===== src/rtl/esl_clk_flag_mon_pkg.sv =====
// Shared types and constants for the clock-checker flag monitor.
// Fault codes describe the latched cause. State encoding 3 is never entered on purpose.
package esl_clk_flag_mon_pkg;

    typedef enum logic [1:0] {
        ST_INIT    = 2'd0,
        ST_MONITOR = 2'd1,
        ST_FAULT   = 2'd2
    } mon_state_t;

    localparam logic [2:0] FC_NONE    = 3'd0;
    localparam logic [2:0] FC_LOW     = 3'd1;
    localparam logic [2:0] FC_HIGH    = 3'd2;
    localparam logic [2:0] FC_DIFF    = 3'd3;
    localparam logic [2:0] FC_INT     = 3'd4;
    localparam logic [2:0] FC_TMO     = 3'd5;
    localparam logic [2:0] FC_ILLEGAL = 3'd7;

    localparam logic [15:0] PASS_MAX = 16'hFFFF;

    // A flag pair is healthy only when it is complementary and reports no error.
    function automatic logic pair_ok(input logic err, input logic err_n);
        return ~err & err_n;
    endfunction

    function automatic logic pair_fail(input logic err, input logic err_n);
        return err & ~err_n;
    endfunction

endpackage


===== src/rtl/esl_clk_flag_mon_tmo.sv =====
// Saturating watchdog that counts cycles since the last check_done edge.
// The expired flag stays high once the limit is reached until the counter is cleared.
module esl_clk_flag_mon_tmo #(
    parameter int unsigned DONE_TIMEOUT = 44000000
) (
    input  logic ref_clk,
    input  logic ref_rst_n,
    input  logic clear,
    input  logic enable,
    output logic expired
);

    localparam int unsigned CW = $clog2(DONE_TIMEOUT + 1);
    localparam logic [CW-1:0] LIMIT = CW'(DONE_TIMEOUT);

    logic [CW-1:0] cnt_reg;

    always_ff @(posedge ref_clk or negedge ref_rst_n) begin
        if (!ref_rst_n) begin
            cnt_reg <= '0;
        end else if (clear) begin
            cnt_reg <= '0;
        end else if (enable && (cnt_reg != LIMIT)) begin
            cnt_reg <= cnt_reg + CW'(1);
        end
    end

    assign expired = (cnt_reg == LIMIT);

endmodule


===== src/rtl/esl_clk_flag_mon.sv =====
// Supervises a clock checker's error flags and demands a safe state on any fault.
// All inputs pass through one register stage; every decision uses the registered copies.
module esl_clk_flag_mon
    import esl_clk_flag_mon_pkg::*;
#(
    parameter int unsigned DONE_TIMEOUT = 44000000,
    parameter int unsigned MISMATCH_THR = 3,
    parameter int unsigned EVAL_DLY     = 2
) (
    input  logic        ref_clk,
    input  logic        ref_rst_n,
    input  logic        error,
    input  logic        error_n,
    input  logic        freq_too_high,
    input  logic        check_done,
    input  logic        int_error,
    input  logic        clear_req,
    output logic        safe_state_req,
    output logic        safe_state_req_n,
    output logic [2:0]  fault_code,
    output logic [1:0]  mon_state,
    output logic [15:0] pass_count
);

    localparam int unsigned DLY_W = (EVAL_DLY < 1) ? 1 : $clog2(EVAL_DLY + 1);
    localparam int unsigned MIS_W = $clog2(MISMATCH_THR + 1);
    localparam logic [MIS_W-1:0] MIS_MAX  = MIS_W'(MISMATCH_THR);
    localparam logic [MIS_W-1:0] MIS_LAST = MIS_W'(MISMATCH_THR - 1);

    logic error_reg, error_n_reg, freq_reg, done_reg, done_prev_reg, int_reg, clear_reg;
    logic [DLY_W-1:0] dly_reg;
    logic [MIS_W-1:0] mis_reg;
    logic [1:0]       state_reg, state_next;
    logic [2:0]       fault_reg, fault_next;
    logic [15:0]      pass_reg, pass_next;
    logic             safe_reg, safe_next;

    logic done_rise, verdict, verdict_pass, verdict_fail;
    logic mismatch, diff_fault, tmo_expired, tmo_clear, active;

    always_ff @(posedge ref_clk or negedge ref_rst_n) begin
        if (!ref_rst_n) begin
            error_reg     <= 1'b0;
            error_n_reg   <= 1'b0;
            freq_reg      <= 1'b0;
            done_reg      <= 1'b0;
            done_prev_reg <= 1'b0;
            int_reg       <= 1'b0;
            clear_reg     <= 1'b0;
        end else begin
            error_reg     <= error;
            error_n_reg   <= error_n;
            freq_reg      <= freq_too_high;
            done_reg      <= check_done;
            done_prev_reg <= done_reg;
            int_reg       <= int_error;
            clear_reg     <= clear_req;
        end
    end

    assign done_rise = done_reg & ~done_prev_reg;

    // A new edge reloads the delay, so back-to-back edges yield a single verdict.
    always_ff @(posedge ref_clk or negedge ref_rst_n) begin
        if (!ref_rst_n) begin
            dly_reg <= '0;
        end else if (done_rise) begin
            dly_reg <= DLY_W'(EVAL_DLY);
        end else if (dly_reg != '0) begin
            dly_reg <= dly_reg - DLY_W'(1);
        end
    end

    assign verdict      = (EVAL_DLY == 0) ? done_rise : ((dly_reg == DLY_W'(1)) && !done_rise);
    assign verdict_pass = verdict & pair_ok(error_reg, error_n_reg);
    assign verdict_fail = verdict & pair_fail(error_reg, error_n_reg);

    assign active   = (state_reg == ST_INIT) || (state_reg == ST_MONITOR);
    assign mismatch = (error_reg == error_n_reg);

    always_ff @(posedge ref_clk or negedge ref_rst_n) begin
        if (!ref_rst_n) begin
            mis_reg <= '0;
        end else if (!active || !mismatch) begin
            mis_reg <= '0;
        end else if (mis_reg != MIS_MAX) begin
            mis_reg <= mis_reg + MIS_W'(1);
        end
    end

    assign diff_fault = mismatch && (mis_reg >= MIS_LAST);

    // Holding the watchdog clear through FAULT makes it start from zero on entry to INIT.
    assign tmo_clear = done_rise || (state_reg == ST_FAULT);

    esl_clk_flag_mon_tmo #(
        .DONE_TIMEOUT(DONE_TIMEOUT)
    ) u_tmo (
        .ref_clk   (ref_clk),
        .ref_rst_n (ref_rst_n),
        .clear     (tmo_clear),
        .enable    (active),
        .expired   (tmo_expired)
    );

    always_comb begin
        state_next = state_reg;
        fault_next = fault_reg;
        pass_next  = pass_reg;
        case (state_reg)
            ST_INIT, ST_MONITOR: begin
                if (int_reg) begin
                    state_next = ST_FAULT;
                    fault_next = FC_INT;
                end else if (diff_fault) begin
                    state_next = ST_FAULT;
                    fault_next = FC_DIFF;
                end else if (verdict_fail) begin
                    state_next = ST_FAULT;
                    fault_next = freq_reg ? FC_HIGH : FC_LOW;
                end else if (tmo_expired) begin
                    state_next = ST_FAULT;
                    fault_next = FC_TMO;
                end else if (verdict_pass) begin
                    state_next = ST_MONITOR;
                    if (pass_reg != PASS_MAX) begin
                        pass_next = pass_reg + 16'd1;
                    end
                end
            end
            ST_FAULT: begin
                if (clear_reg && pair_ok(error_reg, error_n_reg) && !int_reg) begin
                    state_next = ST_INIT;
                    fault_next = FC_NONE;
                    pass_next  = '0;
                end
            end
            default: begin
                state_next = ST_FAULT;
                fault_next = FC_ILLEGAL;
            end
        endcase
        safe_next = (state_next != ST_MONITOR);
    end

    always_ff @(posedge ref_clk or negedge ref_rst_n) begin
        if (!ref_rst_n) begin
            state_reg <= ST_INIT;
            fault_reg <= FC_NONE;
            pass_reg  <= '0;
            safe_reg  <= 1'b1;
        end else begin
            state_reg <= state_next;
            fault_reg <= fault_next;
            pass_reg  <= pass_next;
            safe_reg  <= safe_next;
        end
    end

    assign mon_state        = state_reg;
    assign fault_code       = fault_reg;
    assign pass_count       = pass_reg;
    assign safe_state_req   = safe_reg;
    assign safe_state_req_n = ~safe_reg;

endmodule


===== config.mk =====
export PLATFORM = sky130hd
export DESIGN_NAME = esl_clk_flag_mon
export DESIGN_NICKNAME = d
export VERILOG_FILES = /design/src/rtl/esl_clk_flag_mon_pkg.sv /design/src/rtl/esl_clk_flag_mon_tmo.sv /design/src/rtl/esl_clk_flag_mon.sv
export SDC_FILE = /design/constraint.sdc
export NUM_CORES = 1
export LEC_CHECK = 0
export CORE_ASPECT_RATIO = 2
export CORE_MARGIN = 1
export CORE_UTILIZATION = 40
export CTS_BUF_LIST = sky130_fd_sc_hd__clkbuf_4 sky130_fd_sc_hd__clkbuf_8
export CTS_CLUSTER_DIAMETER = 30
export DETAILED_ROUTE_END_ITERATION = 7
export GPL_ROUTABILITY_DRIVEN = 0
export PLACE_DENSITY_LB_ADDON = 0.2
export SYNTH_ARGS = -nofsm -noshare
export SYNTH_HDL_FRONTEND = slang
export SYNTH_SLANG_ARGS = --single-unit

===== constraint.sdc =====
create_clock -name ref_clk -period 4.6 [get_ports ref_clk]
set_input_delay 0.92 -clock ref_clk [delete_from_list [all_inputs] [get_ports ref_clk]]
set_output_delay 0.92 -clock ref_clk [all_outputs]
set_load 0.1 [all_outputs]

# Word level (Yosys, flattened, before mapping)
# Index checks and enable logic that the tools add are counted.
[op_classes] n_eq_ne=17 shifts=0 reduce_logical=21 addsub=4 muxes=28 magnitude_cmp=1 mul=0 bitwise=9 n_div=0
[ops] operator="16-bit two-way mux" n=7
[ops] operator="26-bit two-way mux" n=2
[ops] operator="16-bit case mux with 2 select lines" n=1
[ops] operator="26-bit by 1-bit adder with 26-bit output (second input constant)" n=1
[ops] operator="26-bit equality test (second input constant)" n=1
[ops] operator="26-bit != test (second input constant)" n=1
[ops] operator="2-bit two-way mux" n=11
[ops] operator="16-bit by 1-bit adder with 16-bit output (second input constant)" n=1
[ops] operator="16-bit != test (second input constant)" n=1
[ops] operator="3-bit two-way mux" n=5
[ops] operator="2-bit != test (second input constant)" n=7
[ops] operator="2-bit nonzero test" n=5
[ops] operator="8-bit AND reduction" n=1
[ops] operator="3-bit case mux with 2 select lines" n=1
[ops] operator="1-bit bitwise AND" n=5
[ops] operator="1-bit logical AND" n=5
[ops] operator="5-bit != test (second input constant)" n=1
[ops] operator="2-bit by 1-bit equality test with 1-bit output (second input constant)" n=2
[ops] operator="1-bit logical NOT" n=4
[ops] operator="2-bit by 1-bit != test with 1-bit output (second input constant)" n=2
[ops] operator="1-bit NOT" n=4
[ops] operator="2-bit case mux with 2 select lines" n=1
[ops] operator="1-bit logical OR" n=3
[ops] operator="2-bit by 1-bit adder with 2-bit output (second input constant)" n=1
[ops] operator="7 further kinds" n=7
[totals] inputBits=8 wordCells=94 out_inout_bits=23 mem_bits_ro=0 ramBits=0 register_bits=59 mem_count=0 latchBits=0

# Logic depth before layout (Yosys ltp)
# Gate-level depths: netlist of run 1.
[logic_depth] word_depth=12 mapped_depth=9 ltp_nobuf=7

# Cells and area by module
# Synthesis of run 1 repeated with hierarchy kept, for this count alone.
[hier_totals] hier_cells=334 area_unflattened_um2=3285.7
[by_module_without_submodules] mod="esl_clk_flag_mon" n_inst=1 seq_area_each_um2=827.0 area_each_um2=1798.0 cells_each=178
[by_module_without_submodules] mod="esl_clk_flag_mon_tmo" n_inst=1 seq_area_each_um2=650.6 area_each_um2=1487.7 cells_each=156

# Worst setup path after synthesis of run 1
# Ideal clock, no wire load.
[synth_path] path_type="register to register" startpoint="register pass_reg[0] (netlist: pass_count[0])" endpoint="register pass_reg[0] (netlist: pass_count[0])" path_buffers=2 path_stages_with_launch=9 arrival_time_ps=2639 synth_period_minus_slack_ps=2811 setup_ps=172 required_ps=4428 path_slack_ps=1789 path_cell_list="dfrtp_1 -> ha_1 -> nand3_1 -> or3_1 -> o21ai_1 -> buf_2 -> buf_1 -> nor2_1 -> mux2i_1"
[synth_between] elab_chain_len=8 word_cells_on_any_way=11 classes_between="add/sub (1); eq/ne (2); mux (7); reduce/logical (1)"
[synth_lines] element="start: declaration" line_no="esl_clk_flag_mon.sv:35" text="logic [15:0] pass_reg, pass_next;"
[synth_lines] element="start signal: assignment" line_no="esl_clk_flag_mon.sv:155" text="pass_reg <= pass_next;"
[synth_lines] element="16-bit by 1-bit adder with 16-bit output" line_no="esl_clk_flag_mon.sv:127" text="pass_next = pass_reg + 16'd1;"
[synth_lines] element="16-bit two-way mux" line_no="esl_clk_flag_mon.sv:126" text="if (pass_reg != PASS_MAX) begin"
[synth_lines] element="16-bit two-way mux" line_no="esl_clk_flag_mon.sv:124" text="end else if (verdict_pass) begin"
[synth_lines] element="16-bit two-way mux" line_no="esl_clk_flag_mon.sv:121" text="end else if (tmo_expired) begin"
[synth_lines] element="16-bit two-way mux" line_no="esl_clk_flag_mon.sv:118" text="end else if (verdict_fail) begin"
[synth_lines] element="16-bit two-way mux" line_no="esl_clk_flag_mon.sv:115" text="end else if (diff_fault) begin"
[synth_lines] element="16-bit two-way mux" line_no="esl_clk_flag_mon.sv:112" text="if (int_reg) begin"
[synth_lines] element="16-bit case mux with 2 select lines" line_no="esl_clk_flag_mon.sv:110" text="case (state_reg)"
# Several ways; a longest one is shown, not always the timed one. The select of a mux whose other input is x is not followed.
# A chain may end at the register's enable or synchronous reset.

# Final worst setup path of run 1
[layout_path] startpoint="register state_reg[1] (netlist: mon_state[1])" endpoint="output port mon_state[1]"
[layout_rtl] element="start: declaration" line_no="esl_clk_flag_mon.sv:33" text="logic [1:0] state_reg, state_next;"
[layout_rtl] element="start signal: assignment" line_no="esl_clk_flag_mon.sv:153" text="state_reg <= state_next;"
[layout_rtl] element="end: declaration" line_no="esl_clk_flag_mon.sv:21" text="output logic [1:0] mon_state,"
# No word-level cell between the ends.

==> out/results.ini, run 1 <==
[final_layout]
largest_register_ffs = 26
layout_commonest_cell = dfrtp_1
drive_gt1_share_pct = 10.3
nets = 372
insertedDiodeCount = 0
final_cell_mix = 58 x dfrtp_1, 32 x nor2_1, 29 x clkdlybuf4s50_1
area_growth_pct = 17.4
post-route-util_pct = 48.5

[route]
avgViaCountPerCell = 5.63
initialDrtViolationCount = 118
routed_wirelength_um = 7440
drc = 0
drt.antenna.violating_nets = 0
firstDrtPassIters = 4
vias = 2551
wl_per_cell_um = 16.4

[critical_path]
reg2reg_slack_ns = 1.94
crit_type = reg -> out
path_cells = clkdlybuf4s50_1
cpMaxStageDelayCell = clkdlybuf4s50_1
worstPathRequired_ns = 3.68
crit_arrival_ns = 2.10
critPathCaptureType = output pin
critPathMaxStageDelay_ns = 1.21
crit_buf_inv = 1
ff2ff_path_depth = 7
path_delay_family = buffers and inverters
r2r_start = error_reg
cp_max_fo = 11
r2r_end = pass_count[10]
cp-start-kind = flop

[floorplan]
placeableCoreArea_mm2 = 0.00754
die_area_mm2 = 0.00818
num_rows = 45
die_h_um = 127
io_pins = 31
die_x_um = 64.4
start_util_pct = 41.3

[yosys]
syn_avg_cell_area_um2 = 9.66
yosysSeqAreaShare_pct = 47.4
synth_warnings = 0
yosys.area_share.simple_pct = 26.0
synth_top_family_by_area = simple AND/OR/NAND/NOR gates
syn_nets = 340
synth-xor-area-share_pct = 5.33
synth_area_mm2 = 0.00312
synthAdderAreaFrac_pct = 3.61
ys_ff_latch = 59
synth_mux_area_share_pct = 1.32
synth_cells = 323
synth_compound_area_share_pct = 12.6
synth.distinct_cells = 51

[sta]
hold_viol = 0
min_period_ns = 3.02
max_slew_margin_pct = 17.9
skew_ns = 0.00762
fmax_mhz = 331
finalCritPeriodShare_pct = 65.6
rsz0062_at_grt = false
tightest_slew_ns = 1.22
finalMaxSlewViolations = 0
tns_ns = 0
setup_violations = 0

[clocking]
cts_post_setup_buffers_inserted = 0
cts_root_buf = clkbuf_8
numClockSinks = 59
cts_tree = built
clk_latency_ns = 0.34
cts_resized = 0
clockBufferDepth = 2
htreeDepth = 3
cts_hold_buf = 0
numCtsBuffers = 9
cts.clk_slew.worst_paths_ns = 0.06

[placed_design]
dp_hpwl_um = 5510
io_buffers = 30

[power]
leakage_nw = 1.41
vdd_drop_max_v = 0.000175
p_per_area_mw_per_mm2 = 307

[global_routing]
grt_max_degree = 37
antenna_found_initial = 0
grt.total_usage_pct = 20.9
grt_pass1_vias = 2649
grt_pass1_wl_um = 12700
overflow = 0

[worst_hold_path]
min_from = done_reg
hold_class = reg -> reg
holdPathStages = 0
hold_end = done_prev_reg

[run]
cap_viol_max_count = 0

[outcome]
outcome = complete, no violations

[final cells by class]
cell class,instances,area [µm²]
clock buffer,13,173
clock inverter,2,10.0
fill,756,3880
inverter,14,52.6
multi-input combinational,239,1520
sequential,59,1480
tap,94,118
timing repair buffer,32,310
[metrics by stage]
stage | cell area, µm² | instances | setup slack (ns) | power (mW) | hold slack (ns)
after floorplan | 3120 | 323 | 1.79 | 0.657 | 0.368
after global placement | 3480 | 438 | 1.96 | 0.698 | 0.407
after detailed placement | 3480 | 438 | 1.94 | 0.701 | 0.409
after CTS | 3660 | 453 | 1.56 | 1.15 | 0.419
after global routing | 3660 | 453 | 1.50 | 1.18 | 0.429
final | 3660 | 453 | 1.58 | 1.13 | 0.407
[cells in the mapped netlist, drive strengths merged]
library cell | number | share of area (%)
a31o | 2 | 0.56
a21oi | 21 | 3.4
nor4 | 9 | 2.3
nand2b | 3 | 0.60
inv | 14 | 1.7
and2 | 1 | 0.20
o2111ai | 1 | 0.28
dfstp | 1 | 0.84
nand4 | 13 | 2.6
nor2 | 32 | 3.9
xor2 | 8 | 2.2
o311ai | 1 | 0.28
ha | 9 | 3.6
xnor2 | 11 | 3.1
clkbuf | 6 | 0.72
nand2 | 24 | 2.9
nor2b | 2 | 0.40
and3 | 4 | 0.80
or3 | 12 | 2.5
or2 | 2 | 0.40
dfrtp | 58 | 47
o31ai | 11 | 2.6
o21ba | 1 | 0.32
a221o | 1 | 0.32
mux2i | 3 | 0.96
or4 | 12 | 3.3
mux2 | 1 | 0.36
o211ai | 2 | 0.48
nand3 | 19 | 3.0
o21a | 3 | 0.72
or4b | 1 | 0.32
and4b | 1 | 0.32
nor4bb | 1 | 0.32
o21ai | 14 | 2.6
and4 | 3 | 0.84
buf | 5 | 1.4
a22oi | 1 | 0.24
a22o | 1 | 0.28
nor3 | 6 | 0.96
a31oi | 1 | 0.20
a21boi | 1 | 0.24
nor4b | 1 | 0.28
[worst max path at each step]
stage	cells after the start	end	start
final	1	mon_state[1]	mon_state[1]
after global routing	1	mon_state[1]	mon_state[1]
after CTS	1	mon_state[1]	mon_state[1]
after detailed placement	1	mon_state[1]	mon_state[1]
after global placement	1	mon_state[1]	mon_state[1]
after floorplan	8	pass_count[0]	pass_count[0]
[where the power goes]
group | switching (mW) | internal (mW) | leakage, nW | total [mW]
Clock | 0.196 | 0.241 | 0.0987 | 0.436
Combinational | 0.0956 | 0.0419 | 0.523 | 0.137
Sequential | 0.0146 | 0.538 | 0.793 | 0.552
[cell families after synthesis]
group,count (synthesis)
buffers and inverters,25
xor gates and xnor gates,19
muxes,4
and+or+nand+nor,146
adders and majority gates,9
AOI/OAI and AO/OA,61
DFF,59
[routing by layer]
metal / GRT usage [%] / routed length [µm] / up-vias
li1: - / - / 1244
met5: 0 / 0 / -
met4: 15.0 / 410 / 0
met2: 36.5 / 4070 / 55
met3: 5.31 / 222 / 29
met1: 20.9 / 2740 / 1223
No activity file was read; power rests on OpenSTA's default activity.
==> run 2, diff against run 1 <==
==> constraint.sdc (replaced) <==
create_clock -name ref_clk -period 2.4 [get_ports ref_clk]
set_input_delay 0.48 -clock ref_clk [delete_from_list [all_inputs] [get_ports ref_clk]]
set_output_delay 0.48 -clock ref_clk [all_outputs]
set_load 0.1 [all_outputs]
==> out/results.ini, run 2 (same netlist as run 1, synthesis figures left out) <==
[critical_path]
ff2ff_path_depth = 8  ; was 7
crit_type = reg -> reg  ; was reg -> out
cp_max_fo = 10  ; was 11
reg2reg_slack_ns = 0.07  ; was 1.94 ns
critPathCaptureType = flop  ; was output pin
crit_arrival_ns = 2.60  ; was 2.10 ns
worstPathRequired_ns = 2.66  ; was 3.68 ns
cp-start-kind = flop  ; unchanged
r2r_end = pass_count[3]  ; was pass_count[10]
r2r_start = error_n_reg  ; was error_reg

[power]
power.share.switching_pct = 25.9  ; was 27.2%
pwr-share-clk_pct = 40.9  ; was 38.8%
seq_power_share_pct = 46.6  ; was 49.0%
switchingPower_uw = 587  ; was 306 µW
internal_power_mw = 1.68  ; was 820 µW
p_per_area_mw_per_mm2 = 582  ; was 307 mW/mm²
vdd_drop_max_v = 0.000349  ; was 0.000175 V
leakage_nw = 1.57  ; was 1.41 nW
combPwrFrac_pct = 12.5  ; was 12.2%
power_mw = 2.26  ; was 1.13 mW

[final_layout]
post-route-util_pct = 51.5  ; was 48.5%
drive_gt1_share_pct = 26.8  ; was 10.3%
layout_commonest_cell = dfrtp_1  ; unchanged
fillers = 722  ; was 756
largest_register_ffs = 26  ; unchanged
nets = 392  ; was 372
final_cell_mix = 44 x dfrtp_1, 41 x buf_4, 32 x nor2_1  ; was 58 x dfrtp_1, 32 x nor2_1, 29 x clkdlybuf4s50_1
area_growth_pct = 24.7  ; was 17.4%
finalInstanceArea_mm2 = 0.00389  ; was 0.00366 mm²
insertedDiodeCount = 0  ; unchanged

[global_routing]
overflow = 0  ; unchanged
busiest_layer = met2  ; unchanged
grt_use_met3_pct = 4.77  ; was 5.31%
use_met1_pct = 21.0  ; was 20.9%
grt.total_usage_pct = 20.9  ; about the same
grt_max_degree = 27  ; was 37
use_met2_pct = 38.0  ; was 36.5%
grt_pass1_wl_um = 12900  ; was 12700 µm
grt_pass1_vias = 2738  ; was 2649
antenna_found_initial = 0  ; unchanged

[worst_hold_path]
hold_class = in -> async  ; was reg -> reg

[floorplan]
die_x_um = 64.4  ; unchanged
die_area_mm2 = 0.00818  ; unchanged
io_pins = 31  ; unchanged
placeableCoreArea_mm2 = 0.00754  ; unchanged
start_util_pct = 41.3  ; unchanged
die_h_um = 127  ; unchanged
num_rows = 45  ; unchanged

[route]
routed_wirelength_um = 7870  ; was 7440 µm
wl_per_cell_um = 16.6  ; was 16.4 µm
vias = 2660  ; was 2551
initialDrtViolationCount = 159  ; was 118
firstDrtPassIters = 4  ; unchanged
avgViaCountPerCell = 5.61  ; was 5.63
drc = 0  ; unchanged
drt.antenna.violating_nets = 0  ; unchanged

[clocking]
clk_latency_ns = 0.34  ; about the same
numCtsBuffers = 9  ; unchanged
cts.clk_slew.worst_paths_ns = 0.06  ; about the same
clockBufferDepth = 2  ; unchanged
cts_tree = built  ; unchanged
numClockSinks = 59  ; unchanged
cts_root_buf = clkbuf_8  ; unchanged
cts_hold_buf = 0  ; unchanged
htreeDepth = 3  ; unchanged

[sta]
hold_viol = 0  ; unchanged
min_period_ns = 2.33
skew_ns = 0.00585  ; was 0.00762 ns
finalCritPeriodShare_pct = 97.2
layout_setup_ws_ns = 0.0670  ; was 1.58 ns
max_slew_margin_pct = 58.2  ; was 17.9%
fmax_mhz = 429
setup_violations = 0  ; unchanged
finalMaxSlewViolations = 0  ; unchanged
tightest_slew_ns = 0.623  ; was 1.22 ns

[placed_design]
dpl_worst_slack_ns = 0.0482  ; was 1.94 ns
dp_hpwl_um = 5690  ; was 5510 µm
place_area_mm2 = 0.00361  ; was 0.00348 mm²
io_buffers = 30  ; unchanged

[run]
cap_viol_max_count = 0  ; unchanged

[outcome]
outcome = complete, no violations  ; unchanged

-- run 2: per-layer routing --
metal / up-vias / part of all wire (%)
li1: 1287 / -
met1: 1289 / 37
met2: 65 / 56
met3: 19 / 3.0
met4: 0 / 4.2
met5: - / 0
-- run 2: layout make-up --
cell class	instances	area [µm²]	area share, %
Clock buffer	14	168	4.31
Timing Repair Buffer	52	458	11.8
Clock inverter	2	35.0	0.901
Tap cell	94	118	3.02
Multi-Input combinational cell	239	1560	40.0
Sequential cell	59	1500	38.6
Inverter	14	52.6	1.35
-- run 2: timing repair --
item	in CTS	in global routing
setup endpoints to repair	0	6
resized for setup	0	9
buffers inserted	0	2
-- run 2: how the worst max path moves through the flow --
| stage | startpoint | end | slack, ns |
|---|---|---|---|
| 2_1_floorplan | mon_state[1] | pass_count[2] | 0.006 |
| 6_report | error_n_reg | pass_count[3] | 0.07 |
| 3_5_place_dp | mis_reg[0] | pass_count[10] | 0.05 |
| 3_3_place_gp | mis_reg[0] | pass_count[10] | 0.10 |
| 4_1_cts | mis_reg[0] | pass_count[10] | 0.02 |
| 5_1_grt | error_n_reg | pass_count[4] | -0.02 |
-- run 2: power groups by stage --
stage / clock network [mW] / registers, mW / logic, mW
finish: 0.927 / 1.05 / 0.283
global route: 1.00 / 1.06 / 0.318
CTS: 0.957 / 1.06 / 0.283
detailed placement: 0 / 1.07 / 0.281
global placement: 0 / 1.07 / 0.278
floorplan: 0 / 1.14 / 0.120
-- run 2: metrics by stage --
step	TNS [ns]	std cells	hold WS (ns)
6_report	0	474	0.0652
5_1_grt	-0.0508	474	0.0731
4_1_cts	0	471	0.0569
3_5_place_dp	0	455	0.395
3_3_place_gp	0	455	0.377
2_1_floorplan	0	323	0.184
-- run 2: critical path, cell delays in order, from the launching register on --
cell and delay (ns):
dfrtp_1 0.35, inv_1 0.05, ha_2 0.17, or3_4 0.34, nor4_4 0.36, o21ai_2 0.13
buf_12 0.15, or4_2 0.54, a21oi_1 0.15
